## src/rtl/cpu_types_pkg.sv

```systemverilog
// Shared CPU types: register index type and the pipeline controller state encoding.
package cpu_types_pkg;

  localparam int unsigned REG_W = 5;

  typedef logic [REG_W-1:0] regbits_t;

  typedef enum logic [1:0] {
    RUN,
    DWAIT,
    DCAP,
    HALT
  } pctrl_state_t;

endpackage

```

## src/rtl/load_use_detect.sv

```systemverilog
// Load-use hazard detect: a load in EX writes a register that the instruction in ID reads.
module load_use_detect
  import cpu_types_pkg::*;
(
  input  logic     ex_MemRead,
  input  regbits_t ex_wsel,
  input  regbits_t id_rs,
  input  regbits_t id_rt,
  output logic     luhaz
);

  // $zero is never a real dependency.
  assign luhaz = ex_MemRead && (ex_wsel != '0) && ((ex_wsel == id_rs) || (ex_wsel == id_rt));

endmodule

```

## src/rtl/pipeline_ctrl.sv

```systemverilog
// Stall/flush sequencer for the 5-stage pipeline: latch enables/flushes, pc_en, dcache gating, halt.
// Optional performance counters are built when PIPE_CTRL_PERF_EN is defined.
module pipeline_ctrl
  import cpu_types_pkg::*;
#(
  parameter int unsigned CNT_W = 32
) (
  input  logic             CLK,
  input  logic             nRST,
  input  logic             ihit,
  input  logic             dhit,
  input  logic             mem_dREN,
  input  logic             mem_dWEN,
  input  logic             mem_redirect,
  input  logic             mem_halt,
  input  logic             ex_MemRead,
  input  regbits_t         ex_wsel,
  input  regbits_t         id_rs,
  input  regbits_t         id_rt,
  output logic             dREN,
  output logic             dWEN,
  output logic             pc_en,
  output logic             ifid_en,
  output logic             idex_en,
  output logic             exmem_en,
  output logic             memwb_en,
  output logic             ifid_flush,
  output logic             idex_flush,
  output logic             exmem_flush,
  output logic             memwb_flush,
  output logic             halted,
  output logic [CNT_W-1:0] stall_cycles,
  output logic [CNT_W-1:0] dmiss_cycles
);

  pctrl_state_t state_q, state_d;
  logic         halted_q;
  logic         mop;
  logic         may_adv;
  logic         luhaz;

  assign mop    = mem_dREN | mem_dWEN;
  assign halted = halted_q;

  load_use_detect u_luse (
    .ex_MemRead (ex_MemRead),
    .ex_wsel    (ex_wsel),
    .id_rs      (id_rs),
    .id_rt      (id_rt),
    .luhaz      (luhaz)
  );

  always_comb begin
    dREN        = 1'b0;
    dWEN        = 1'b0;
    pc_en       = 1'b0;
    ifid_en     = 1'b0;
    idex_en     = 1'b0;
    exmem_en    = 1'b0;
    memwb_en    = 1'b0;
    ifid_flush  = 1'b0;
    idex_flush  = 1'b0;
    exmem_flush = 1'b0;
    memwb_flush = 1'b0;
    may_adv     = 1'b0;
    state_d     = state_q;

    unique case (state_q)
      RUN: begin
        if (mop) begin
          dREN    = mem_dREN;
          dWEN    = mem_dWEN & ~mem_dREN;
          state_d = dhit ? DCAP : DWAIT;
        end else begin
          may_adv = 1'b1;
        end
      end
      DWAIT: begin
        dREN = mem_dREN;
        dWEN = mem_dWEN & ~mem_dREN;
        if (dhit) state_d = DCAP;
      end
      DCAP:    may_adv = 1'b1;
      HALT:    ;
      default: state_d = RUN;
    endcase

    // Without ihit nothing moves, so a pending halt/redirect simply waits in MEM.
    if (may_adv && ihit) begin
      pc_en    = 1'b1;
      ifid_en  = 1'b1;
      idex_en  = 1'b1;
      exmem_en = 1'b1;
      memwb_en = 1'b1;
      state_d  = RUN;
      if (mem_halt) begin
        pc_en       = 1'b0;
        ifid_flush  = 1'b1;
        idex_flush  = 1'b1;
        exmem_flush = 1'b1;
        state_d     = HALT;
      end else if (mem_redirect) begin
        ifid_flush  = 1'b1;
        idex_flush  = 1'b1;
        exmem_flush = 1'b1;
      end else if (luhaz) begin
        pc_en      = 1'b0;
        ifid_en    = 1'b0;
        idex_flush = 1'b1;
      end
    end

    if (!nRST) begin
      dREN        = 1'b0;
      dWEN        = 1'b0;
      pc_en       = 1'b0;
      ifid_en     = 1'b0;
      idex_en     = 1'b0;
      exmem_en    = 1'b0;
      memwb_en    = 1'b0;
      ifid_flush  = 1'b0;
      idex_flush  = 1'b0;
      exmem_flush = 1'b0;
      memwb_flush = 1'b0;
      state_d     = RUN;
    end
  end

  always_ff @(posedge CLK) begin
    if (!nRST) begin
      state_q  <= RUN;
      halted_q <= 1'b0;
    end else begin
      state_q  <= state_d;
      halted_q <= halted_q | (state_d == HALT);
    end
  end

`ifdef PIPE_CTRL_PERF_EN
  logic [CNT_W-1:0] stall_q;
  logic [CNT_W-1:0] dmiss_q;

  always_ff @(posedge CLK) begin
    if (!nRST) begin
      stall_q <= '0;
      dmiss_q <= '0;
    end else begin
      if ((state_q != HALT) && !pc_en && !(&stall_q)) stall_q <= stall_q + CNT_W'(1);
      if ((state_q == DWAIT) && !(&dmiss_q)) dmiss_q <= dmiss_q + CNT_W'(1);
    end
  end

  assign stall_cycles = stall_q;
  assign dmiss_cycles = dmiss_q;
`else
  assign stall_cycles = '0;
  assign dmiss_cycles = '0;
`endif

endmodule

```

## config.mk

```make
export PLATFORM = sky130hd
export DESIGN_NAME = pipeline_ctrl
export DESIGN_NICKNAME = d
export VERILOG_FILES = /design/src/rtl/cpu_types_pkg.sv /design/src/rtl/load_use_detect.sv /design/src/rtl/pipeline_ctrl.sv
export SDC_FILE = /design/constraint.sdc
export NUM_CORES = 1
export LEC_CHECK = 0
export CORE_MARGIN = 1
export CORE_UTILIZATION = 30
export CTS_BUF_LIST = sky130_fd_sc_hd__clkbuf_4
export CTS_CLUSTER_SIZE = 30
export DETAILED_ROUTE_END_ITERATION = 7
export PLACE_DENSITY = 0.91
export SETUP_SLACK_MARGIN = 0.5
export SYNTH_ARGS = -nofsm -noshare
export SYNTH_HDL_FRONTEND = slang
export SYNTH_HIERARCHICAL = 1
export SYNTH_SLANG_ARGS = --single-unit
```

## constraint.sdc

```tcl
create_clock -name CLK -period 3.5 [get_ports CLK]
set_input_delay 0.525 -clock CLK [delete_from_list [all_inputs] [get_ports CLK]]
set_output_delay 0.525 -clock CLK [all_outputs]
set_load 0.005 [all_outputs]
```

==> results of run 1 <==
## cells in the mapped netlist (2+ instances only)
master | number | share of area
sky130_fd_sc_hd__nand3b_1 | 2 | 0.017
sky130_fd_sc_hd__nor2_1 | 3 | 0.013
sky130_fd_sc_hd__nand3_1 | 4 | 0.023
sky130_fd_sc_hd__xor2_1 | 6 | 0.061
sky130_fd_sc_hd__xnor2_1 | 4 | 0.041
sky130_fd_sc_hd__a21oi_1 | 4 | 0.023
sky130_fd_sc_hd__buf_4 | 68 | 0.59
sky130_fd_sc_hd__nor3_1 | 4 | 0.023
sky130_fd_sc_hd__dfxtp_1 | 3 | 0.070
## power by group
| part | internal [mW] | switching, mW | leakage, nW | total [mW] |
|---|---|---|---|---|
| registers | 0.0379 | 0.00336 | 0.0249 | 0.0412 |
| clock network | 0.0506 | 0.0205 | 0.0184 | 0.0712 |
| logic | 0.0504 | 0.0434 | 0.510 | 0.0938 |
| total | 0.139 | 0.0673 | 0.553 | 0.206 |
## per-layer routing
metal | routed length (um) | vias to the layer above
met5 | 0 | -
met4 | 0 | 0
met3 | 193 | 0
met2 | 837 | 59
met1 | 414 | 294
li1 | - | 301
## cell families (layout without fill, tap and decap cells)
logic type / Yosys count / in the layout / share of synthesized area
DFF: 3 / 3 / 0.0698
and+or+nand+nor: 21 / 21 / 0.151
AOI/OAI and AO/OA: 8 / 8 / 0.0581
other: 1 / 65 / 0.00436
xor gates and xnor gates: 10 / 10 / 0.102
muxes: 1 / 1 / 0.0174
buffers and inverters: 69 / 39 / 0.597
## worst register-to-register path: stages (launching register included)
cell                      delay, ns
sky130_fd_sc_hd__dfxtp_1       0.33
sky130_fd_sc_hd__or3_4         0.40
sky130_fd_sc_hd__mux2_4        0.30
sky130_fd_sc_hd__o211a_1       0.20
## cell type report
class / instances / area share
tap: 31 / 0.0378
clock buffer: 4 / 0.0293
inverter: 1 / 0.00366
sequential: 3 / 0.0585
timing repair buffer: 34 / 0.340
multi-input combinational: 105 / 0.530
## flip-flops by register name (all words and copies together) (netlist names)
register	cells
halted	1
state_q	2
## worst paths after layout
| path | to | start | slack [ns] | depth (start not counted) |
|---|---|---|---|---|
| hold / removal | halted$_SDFF_PN0_ | halted$_SDFF_PN0_ | 0.51 | 2 |
| setup / recovery | idex_flush | ex_wsel[4] | 0.65 | 7 |
| hold reg to reg | halted$_SDFF_PN0_ | halted$_SDFF_PN0_ | 0.51 | 2 |
| setup reg to reg | state_q[1]$_SDFF_PN0_ | state_q[0]$_SDFF_PN0_ | 2.17 | 3 |
## repair_timing
item | in CTS | in global routing
gates resized for setup | 2 | 7
pin swaps | 0 | 1
endpoints found under the setup margin | 2 | 2
==> parameters.txt, run 1 <==
Parameter                              Value

Yosys
  Mean Syn Cell Area    7.62 um2
  EDFF count, synth    0
  Register bit total from synthesis    3
  Post-Synthesis Cell Area    861 um2
  Ys async rst share    0
  Synth Flop Type    sky130_fd_sc_hd__dfxtp_1
  Synth Instances    113
  Part of the Yosys area used for sequential elements    0.0698
  Yosys warning count    6
  Cell variety after synth    24

Global routing
  GR Layer Usage met1    0.0702
  Vias in the first global route    497
  Met2 global-route usage    0.181
  Met3 global-route usage    0.0515
  Number of antenna violations at the first check in global routing    0
  First-pass GRT wire length    2070 um
  Largest net degree at the start of global routing    7
  Grt peak-use layer    met2
  GRT Util Overall    0.0906
  Leftover overflow at the end of global routing    0

Clock network
  Clock insertion delay at the later pin of the skew report    0.24 ns
  CTS hold repair buffers    0
  Root cell of the clock tree    sky130_fd_sc_hd__clkbuf_4
  Post-CTS Setup Repair Bufs    0
  Total clock sinks    3
  Bufs on Longest Clock Path    2
  Clock tree from TritonCTS    built
  Clk pin slew, worst setup/hold paths    0.04 ns
  Clock buffers created by TritonCTS    3
  Htree depth    1

Cells and area
  Sequential Area    60.1 um2
  Area overhead of the layout relative to synthesis    19.2%
  Combined area of the multi-input logic cells    544 um2
  Antenna diode count    0
  Layout Utilization    0.375
  Area of all placed cells without fillers    1030 um2
  Most common library cell in the layout ignoring fill and taps    sky130_fd_sc_hd__conb_1
  Number of fill cells    291
  Share of post-route cells with drive strength above 1    0.0748
  Final Net Count    172
  Commonest cells after routing, fill and taps aside    sky130_fd_sc_hd__conb_1, sky130_fd_sc_hd__clkdlybuf4s50_1, sky130_fd_sc_hd__xor2_1
  Number of standard cells in the final layout excluding fillers    178

Place
  Number of input and output port buffers inserted    34
  Placed instance area    970 um2
  Worst setup slack before clock tree synthesis    0.435 ns
  Total placed cells including tap cells    174
  Half-perimeter wire length after detailed placement    1250 um
  Global placement routability congestion    0.738

Die
  Number of placement rows    19
  Initial Utilization    0.315
  IO Count    100
  Die ar.    3090 um2
  Die Span X    55.6 um
  Die Ht    55.6 um
  Core footprint    2730 um2

Worst setup path
  Crit path required time    2.97 ns
  Kind of capture point of the worst setup path    output pin
  Ordered cell list for the critical path    clkdlybuf4s50_1 > or4_1 > o21ai_2 > a21oi_2 > nor3_2 > nor2_1 > clkdlybuf4s50_1
  Gate family responsible for the most delay along the worst path    buffers and inverters
  Buf/Inv on CP    2
  Startpoint types    primary input
  Slowest cell on the critical path    sky130_fd_sc_hd__or4_1
  Cell occurring most often along the worst timing path    sky130_fd_sc_hd__clkdlybuf4s50_1
  Type of the worst setup path    primary input to output pin
  Biggest fanout along the worst timing path    3
  Data arrival at the endpoint of the critical path    2.33 ns
  Stage delay of the slowest cell on the critical path    0.54 ns

Route
  Final Routed Wirelength    1450 um
  Detailed-route vias per instance    3.67
  Router iterations before antenna repair    4
  ANT nets after route    0
  Violation count after the first detailed-routing iteration    13
  Routed vias    654
  Remaining design rule violation count    0
  Wire length per cell after detailed routing    8.12 um

STA
  Worst-case hold slack    0.511 ns
  Period Utilization, post-route    0.816
  Setup Viol. Count Final    0
  Crit path time final    2.85 ns
  Setup total negative slack    0 ns
  Final setup skew    0.000259 ns
  Setup repair after global routing missed its margin    no
  Setup slack after layout    0.646 ns
  Final Hold Viols    0
  Slew Viols, Final    0
  Fmax achieved    350 MHz

Power
  Leak Pwr    0.553 nW
  Post-layout total power    206 uW
  Max VDD drop    0.000208 V
  Ratio of total power to cell area    201 nW/um2

Run
  # Max-Cap Violations    0

Hold path
  Class of the tightest hold or removal check    flop to flop

Status
  Result of the run    complete, no violations
Power figures use the tool's default switching activity.
==> run 2, diff against run 1 <==
--- a/config.mk
+++ b/config.mk
@@ -6,11 +6,11 @@
 export NUM_CORES = 1
 export LEC_CHECK = 0
 export CORE_MARGIN = 1
-export CORE_UTILIZATION = 30
+export CORE_UTILIZATION = 25
 export CTS_BUF_LIST = sky130_fd_sc_hd__clkbuf_4
 export CTS_CLUSTER_SIZE = 30
 export DETAILED_ROUTE_END_ITERATION = 7
-export PLACE_DENSITY = 0.91
+export PLACE_DENSITY = 0.82
 export SETUP_SLACK_MARGIN = 0.5
 export SYNTH_ARGS = -nofsm -noshare
 export SYNTH_HDL_FRONTEND = slang
==> constraint.sdc (replaced) <==
create_clock -name CLK -period 2.5 [get_ports CLK]
set_input_delay 0.375 -clock CLK [delete_from_list [all_inputs] [get_ports CLK]]
set_output_delay 0.375 -clock CLK [all_outputs]
set_load 0.005 [all_outputs]
==> parameters.txt, run 2 (synthesis gave the netlist of run 1 again) <==
Parameter                              Value

Power
  Max VDD drop    0.0000808 V
  Post-layout total power    290 uW
  Leak Pwr    0.628 nW
  Ratio of total power to cell area    267 nW/um2

Cells and area
  Antenna diode count    0
  Area overhead of the layout relative to synthesis    26.5%
  Number of standard cells in the final layout excluding fillers    199
  Area of all placed cells without fillers    1090 um2
  Flip-flop count of the largest register after layout    2
  Number of fill cells    358
  Most common library cell in the layout ignoring fill and taps    sky130_fd_sc_hd__conb_1
  Register with the most flip-flops    state_q
  Final Net Count    180
  Commonest cells after routing, fill and taps aside    sky130_fd_sc_hd__conb_1, sky130_fd_sc_hd__dlygate4sd2_1, sky130_fd_sc_hd__clkdlybuf4s50_1
  Share of post-route cells with drive strength above 1    0.206

Worst setup path
  Logic depth of the worst register-to-register path    3
  Slowest cell on the critical path    sky130_fd_sc_hd__or4_4
  Crit path required time    2.12 ns
  Stage delay of the slowest cell on the critical path    0.53 ns
  Data arrival at the endpoint of the critical path    1.59 ns
  RR Endpoint    state_q[1]$_SDFF_PN0_
  Buf/Inv on CP    2
  Type of the worst setup path    primary input to output pin
  Startpoint of the worst register-to-register path    state_q[0]$_SDFF_PN0_
  Worst path depth    7
  Gate family responsible for the most delay along the worst path    simple AND/OR/NAND/NOR gates
  Kind of capture point of the worst setup path    output pin
  Ordered cell list for the critical path    buf_6 > or4_4 > o21ai_2 > a21oi_2 > nor2b_1 > nor3_1 > buf_2
  Worst reg-to-reg setup slack    1.16 ns
  Biggest fanout along the worst timing path    3
  Startpoint types    primary input

STA
  Fmax achieved    508 MHz
  Final setup skew    0.00137 ns
  Crit path time final    1.97 ns
  Slew Viols, Final    0
  Period Utilization, post-route    0.787
  Final Hold Viols    0
  Setup repair after global routing missed its margin    yes
  Setup slack after layout    0.532 ns
  Setup Viol. Count Final    0

Clock network
  Root cell of the clock tree    sky130_fd_sc_hd__clkbuf_4
  Clock buffers created by TritonCTS    3
  Total clock sinks    3
  Clock tree from TritonCTS    built
  Bufs on Longest Clock Path    2
  Clock insertion delay at the later pin of the skew report    0.23 ns
  CTS hold repair buffers    0
  Htree depth    1
  Clk pin slew, worst setup/hold paths    0.04 ns

Die
  Die Ht    60.7 um
  Core footprint    3150 um2
  Number of placement rows    20
  Die Span X    60.7 um
  IO Count    100
  Initial Utilization    0.273
  Die ar.    3680 um2

Route
  Wire length per cell after detailed routing    7.84 um
  Remaining design rule violation count    0
  Detailed-route vias per instance    3.35
  Violation count after the first detailed-routing iteration    13
  ANT nets after route    0
  Final Routed Wirelength    1560 um
  Router iterations before antenna repair    2
  Routed vias    667

Global routing
  Vias in the first global route    538
  GRT Util Overall    0.0781
  Largest net degree at the start of global routing    7
  First-pass GRT wire length    2100 um
  Number of antenna violations at the first check in global routing    0
  Leftover overflow at the end of global routing    0

Hold path
  Hold Path Depth    2
  Worst Hold End    halted$_SDFF_PN0_
  Startpoint of the most critical hold path    halted$_SDFF_PN0_
  Class of the tightest hold or removal check    flop to flop

Place
  Total placed cells including tap cells    192
  Global placement routability congestion    0.762
  Placed instance area    1020 um2
  Worst setup slack before clock tree synthesis    -0.320 ns
  Half-perimeter wire length after detailed placement    1310 um
  Number of input and output port buffers inserted    34

Status
  Result of the run    complete, no violations

Run
  # Max-Cap Violations    0
==> run 2: metal layers <==
layer,GRT usage,routed length (um)
met2,0.144,845
met1,0.0679,499
met3,0.0149,161
met5,0,0
met4,0.0812,53
==> run 2: tightest hold or removal path, delay by kind of cell, from the launching register on <==
| kind | cells | cell delay [ns] |
|---|---|---|
| flip-flops | 1 | 0.31 |
| AO/OA/AOI/OAI | 2 | 0.19 |
==> run 2: timing repair <==
| action | in CTS | in global routing |
|---|---|---|
| gates resized for setup | 45 | 16 |
| endpoints found under the setup margin | 9 | 7 |
| pin swaps | 14 | 14 |
| buffers inserted | 2 | 1 |
==> run 2: how the worst max path moves through the flow <==
stage	start	to	slack, ns
finish	ex_wsel[4]	pc_en	0.53
global placement	ex_wsel[1]	pc_en	-0.25
detailed placement	ex_wsel[1]	pc_en	-0.32
floorplan	ex_wsel[1]	pc_en	0.77
CTS	ex_wsel[3]	pc_en	0.43
global route	ex_wsel[4]	pc_en	0.46
==> run 2: through the flow <==
step / utilization / hold WS (ns) / setup TNS [ns]
floorplan: - / 0.508 / 0
global placement: 0.325 / 0.515 / -0.526
detailed placement: 0.325 / 0.552 / -0.645
CTS: 0.334 / 0.557 / 0
global route: 0.345 / 0.577 / 0
finish: 0.345 / 0.550 / 0
==> run 2: area by class of cell <==
type	count	area (um2)	share of cell area
clock buffer	4	30.0	0.0276
inverter	1	3.75	0.00345
multi-input combinational	105	556	0.510
sequential	3	61.3	0.0563
tap	44	55.1	0.0506
timing repair buffer	42	383	0.352
==> run 2: report_power, final <==
group	switching (mW)	total [mW]	internal, mW	leakage, nW
sequential	0.00520	0.0587	0.0535	0.0252
clock	0.0243	0.0949	0.0706	0.0184
combinational	0.0637	0.137	0.0732	0.585
==> RTL edit 1 (flow settings as in run 2) <==
The option `PIPE_CTRL_PERF_EN` is turned on by a define.
--- a/src/rtl/pipeline_ctrl.sv
+++ b/src/rtl/pipeline_ctrl.sv
@@ -1,5 +1,7 @@
 // Stall/flush sequencer for the 5-stage pipeline: latch enables/flushes, pc_en, dcache gating, halt.
 // Optional performance counters are built when PIPE_CTRL_PERF_EN is defined.
+`define PIPE_CTRL_PERF_EN
+
 module pipeline_ctrl
   import cpu_types_pkg::*;
 #(
Function: changed (a bounded check fails within 4 cycles, from zero or initial values and one cycle with nRST low).
==> RTL edit 1 against run 2 <==
  * Sequential cell count grew 64
  * Total power rose to 6.8 times the old value
  * Worst hold slack worse by 58 ps
  * Cell count increased to 4.0 times the old value
  * Via count grew to 6.3 times the old value
  * Setup slack worse by 190 ps
  * Area after synthesis grew to 4.2 times the old value
  * Register-to-register slack lost 760 ps
  * Wire length grew to 7.8 times the old value
  * Design area grew to 5.5 times the old value
  * Sequential share of layout area up 18 points
  * Clock skew rose by 15 ps
  * Highest routed layer unchanged
==> RTL edit 1: results (changes against run 2) <==
run_status:
  status: "completed"  # unchanged
synthesis:
  synth_area_leaders: "dfxtp_1 37%, a21oi_1 6.1%, xnor2_1 5.1%"  # was buf_4 59%, dfxtp_1 7.0%, xor2_1 6.1%
  synth_cells: 449  # was 113
  ys_types: 50  # was 24
  yosys-top-cells-count: "67 x dfxtp_1, 44 x a21oi_1, 33 x nand2_1"  # was 68 x buf_4, 6 x xor2_1
cts:
  clk_latency_ps: 430  # was 230 ps
  htree_levels: 3  # was 1
  cts.clk_slew.worst_paths_ps: 100  # was 40 ps
  numCtsBuffers: 9  # was 3
  post-cts-setup-buffers: 26  # was 2
  cts_resized: 159  # was 45
final_layout:
  final_cells: 793  # was 199
  drive_gt1_share_pct: 35.2  # was 20.6%
  final_nets: 634  # was 180
  fillCellCount: 1332  # was 358
critical_path:
  slowest_delay_ps: 500  # was 530 ps
  critical_path.max_fanout: 2  # was 3
  cp.arrival_ps: 1780  # was 1590 ps
grt:
  use_met2_pct: 28.0  # was 14.4%
  grt_pass1_wl_mm: 18.7  # was 2.10 mm
  met1_usage_pct: 18.0  # was 6.79%
  grt_use_total_pct: 15.8  # was 7.81%
  grt_pass1_vias: 3935  # was 538
route:
  drtIter0Drc: 220  # was 13
  routedLengthMet1_mm: 5.02  # was 499 um
  drtPass1Iterations: 4  # was 2
  met3_wirelength_um: 614  # was 161 um
  wl_per_cell_um: 15.4  # was 7.84 um
  wl_met2_mm: 6.34  # was 845 um
  vias_per_cell: 5.33  # was 3.35
pwr:
  switching_share_pct: 27.1  # was 32.1%
placement:
  placed_area_um2: 5020  # was 1020 um^2
  dp_hpwl_mm: 7.43  # was 1.31 mm
  placed_cells: 732  # was 192
  portBuffers: 98  # was 34
  place_ws_ps: -499  # was -320 ps
timing:
  clock_skew_ps: 16.5  # was 1.37 ps
==> RTL edit 1: logic make-up (layout without fill, tap and decap cells) <==
family,Yosys count,count (layout),synth area share [%]
flip-flops,67,67,37.1
buffers and inverters,33,193,3.91
adder cells (fa/ha/maj),2,2,0.691
other,1,1,0.104
AND/OR/NAND/NOR,206,209,32.2
XOR/XNOR,27,27,6.53
multiplexers,2,2,0.553
AO/OA/AOI/OAI,111,112,18.9
==> RTL edit 1: per-stage QoR <==
stage	util (%)	total power (W)
2_1_floorplan	-	0.00122
3_3_place_gp	35.9	0.00134
3_5_place_dp	35.9	0.00134
4_1_cts	40.0	0.00199
5_1_grt	42.7	0.00208
6_report	42.7	0.00198
==> RTL edit 1: final cells by class <==
type | instances | area [um^2] | share of cell area [%]
multi-input cells | 353 | 2680 | 44.8
repair buffers | 167 | 1520 | 25.5
flip-flops and latches | 67 | 1400 | 23.5
well taps | 180 | 225 | 3.77
clock buffers | 11 | 82.6 | 1.38
inverters | 10 | 41.3 | 0.692
clock inverters | 5 | 20.0 | 0.335
==> RTL edit 1: worst paths after layout <==
| path | start | endpoint | slack (ps) | depth (start not counted) |
|---|---|---|---|---|
| worst max-delay path | ex_wsel[3] | pc_en | 340 | 9 |
| worst min register to register | halted | halted | 490 | 2 |
| worst max register to register | dmiss_cycles[9] | dmiss_cycles[26] | 400 | 5 |
| worst min-delay path | halted | halted | 490 | 2 |
==> RTL edit 1: power by group through the flow <==
stage,Clock [W],Sequential [W],Combinational (W)
floorplan,0,0.00112,0.0000993
global placement,0,0.00112,0.000215
detailed placement,0,0.00112,0.000218
CTS,0.000629,0.00109,0.000272
global route,0.000674,0.00109,0.000318
finish,0.000604,0.00108,0.000293
==> RTL edit 2 (config.mk and constraints of run 2) <==
Made on the original files. Encoding of `pctrl_state_t`: now one-hot (4 bits for 4 states).
--- a/src/rtl/cpu_types_pkg.sv
+++ b/src/rtl/cpu_types_pkg.sv
@@ -5,11 +5,11 @@
 
   typedef logic [REG_W-1:0] regbits_t;
 
-  typedef enum logic [1:0] {
-    RUN,
-    DWAIT,
-    DCAP,
-    HALT
+  typedef enum logic [3:0] {
+    RUN   = 4'b0001,
+    DWAIT = 4'b0010,
+    DCAP  = 4'b0100,
+    HALT  = 4'b1000
   } pctrl_state_t;
 
 endpackage
Behaviour: no difference found for any inputs over 10 cycles, from zero or initial values and one cycle with nRST low; not proved beyond that.
==> RTL edit 2 against run 2 <==
  * Via count increased by 20%
  * First-iteration DRC count is 15% lower
  * Area after synthesis up 15%
  * Setup slack worse by 37 ps
  * Wire length up 28%
  * Sequential power rose by 86%
  * Core utilization is 1.1 points lower
  * Die area increased by 15%
  * Sequential cell count rose by 2
  * Design area grew 15%
  * Total power grew 38%
  * Critical path type unchanged
  * Largest cell class unchanged
  * Largest power group unchanged
==> RTL edit 2: results (changes against run 2) <==
route:
  via_count: 799  # was 667
  drtIter0Drc: 11  # was 13
  postRouteWirelength_mm: 2.00  # was 1.56 mm
  drtPass1Iterations: 4  # was 2
pwr:
  vdd_drop_max_v: 0.0000876  # was 0.0000808 V
  p_leak_nw: 0.723  # was 0.628 nW
  intPower_w: 0.000258  # was 0.000197 W
synthesis:
  ys.flop_type: "dfxtp_1"  # unchanged
  yosys-top-cells-count: "68 x buf_4, 9 x nor2_1, 6 x xor2_1"  # was 68 x buf_4, 6 x xor2_1
  ys_types: 29  # was 24
  async_reset_ff_share_pct: 0  # unchanged
  synth_area_leaders: "buf_4 51%, dfxtp_1 10%, xor2_1 5.3%"  # was buf_4 59%, dfxtp_1 7.0%, xor2_1 6.1%
  ys_warn_count: 6  # unchanged
  ys_seq_area_share_pct: 10.1  # was 6.98%
cts:
  clockBufferDepth: 2  # unchanged
  cts.clk_slew.worst_paths_ps: 50
  numCtsBuffers: 3  # unchanged
  root_buffer: "clkbuf_4"  # unchanged
  clk_latency_ps: 250  # was 230 ps
  htree_levels: 1  # unchanged
critical_path:
  critical_path.max_fanout: 3  # unchanged
  cp.arrival_ps: 1630  # was 1590 ps
  r2r_slack_ps: 1100  # was 1160 ps
grt:
  grt_max_degree: 8  # was 7
  grt_use_total_pct: 8.77  # was 7.81%
  grt_pass1_vias: 634  # was 538
  antenna_found_initial: 0  # unchanged
  grt_pass1_wl_mm: 2.69  # was 2.10 mm
final_layout:
  fillCellCount: 413  # was 358
  top_register: "state_q"  # unchanged
  drive_gt1_share_pct: 25.0  # was 20.6%
  antenna_cells: 0  # unchanged
  final_nets: 201  # was 180
  largest_register_ffs: 4  # was 2
min_path:
  hold_class: "flip-flop to flip-flop"  # unchanged
placement:
  gp_congestion: 0.797  # was 0.762
  dp_hpwl_mm: 1.57  # was 1.31 mm
  place_ws_ps: -215  # was -320 ps
  portBuffers: 34  # unchanged
timing:
  clock.fmax_mhz: 499  # was 508 MHz
  clock_skew_ps: 5.87  # was 1.37 ps
run_status:
  status: "completed"  # unchanged
## RTL edit 2: cell count changes in the layout (fill, tap and decap cells not counted), sizes merged, moves of 3 or more
cell / before / now
o211ai: 0 / 3
inv: 1 / 4
nor2b: 1 / 4
o21ai: 1 / 4
buf: 13 / 19
nor2: 3 / 9
## RTL edit 2: cell type report
class,count,area share (%)
Clock buffer,4,2.40
Inverter,4,1.20
Sequential cell,5,8.91
Timing Repair Buffer,45,30.0
Multi-Input combinational cell,118,52.7
Tap cell,48,4.80
## RTL edit 2: path summary, 6_finish.rpt
check,from,to,cells past startpoint
hold / removal,halted,halted,2
setup / recovery,ex_wsel[4],pc_en,7
hold reg to reg,halted,halted,2
setup reg to reg,state_q[2],halted,6
## RTL edit 2: stage by stage
stage / instances / area (um^2) / power (W) / hold slack [ps] / TNS (ps)
after CTS: 222 / 1210 / 0.000386 / 488 / 0
after detailed placement: 217 / 1170 / 0.000269 / 469 / -534
after global placement: 217 / 1170 / 0.000265 / 456 / -431
after floorplan: 196 / 1230 / 0.000263 / 447 / 0
final: 224 / 1250 / 0.000399 / 480 / 0
after global routing: 224 / 1250 / 0.000431 / 536 / 0
## RTL edit 2: critical path, stage by stage
cell,delay [ps]
buf_4,120
or4_4,530
o21ai_2,140
a21oi_2,60
nor2b_4,130
nor3_2,140
buf_2,140
## RTL edit 2: layer usage
metal	share of wire [%]	wire [um]	GRT usage, %
met1	33	667	8.25
met2	56	1120	14.8
met3	7.9	159	3.52
met4	2.8	56	7.22
met5	0	0	0
## RTL edit 2: power by group through the flow
stage                     clock [W]  combinational, W  sequential, W
final                      0.000107          0.000183       0.000109
after global routing       0.000119          0.000201       0.000110
after CTS                  0.000113          0.000164       0.000109
after detailed placement          0          0.000165       0.000105
after global placement            0          0.000161       0.000105
after floorplan                   0          0.000162       0.000101
## RTL edit 2: cells by family (layout without fill, tap and decap cells)
| group | count (synthesis) | count (layout) | share of synthesized area, % |
|---|---|---|---|
| buffers and inverters | 73 | 53 | 54.1 |
| and+or+nand+nor | 29 | 29 | 16.5 |
| AOI/OAI and AO/OA | 14 | 14 | 10.1 |
| xor gates and xnor gates | 10 | 10 | 8.83 |
| DFF | 5 | 5 | 10.1 |
| other | 1 | 65 | 0.378 |
## RTL edit 2: repair_timing
| item | CTS | global route |
|---|---|---|
| resized for setup | 62 | 22 |
| hold buffers | 0 | 0 |
| pin swaps | 13 | 16 |
| endpoints found under the setup margin | 10 | 6 |
| setup buffers | 1 | 2 |
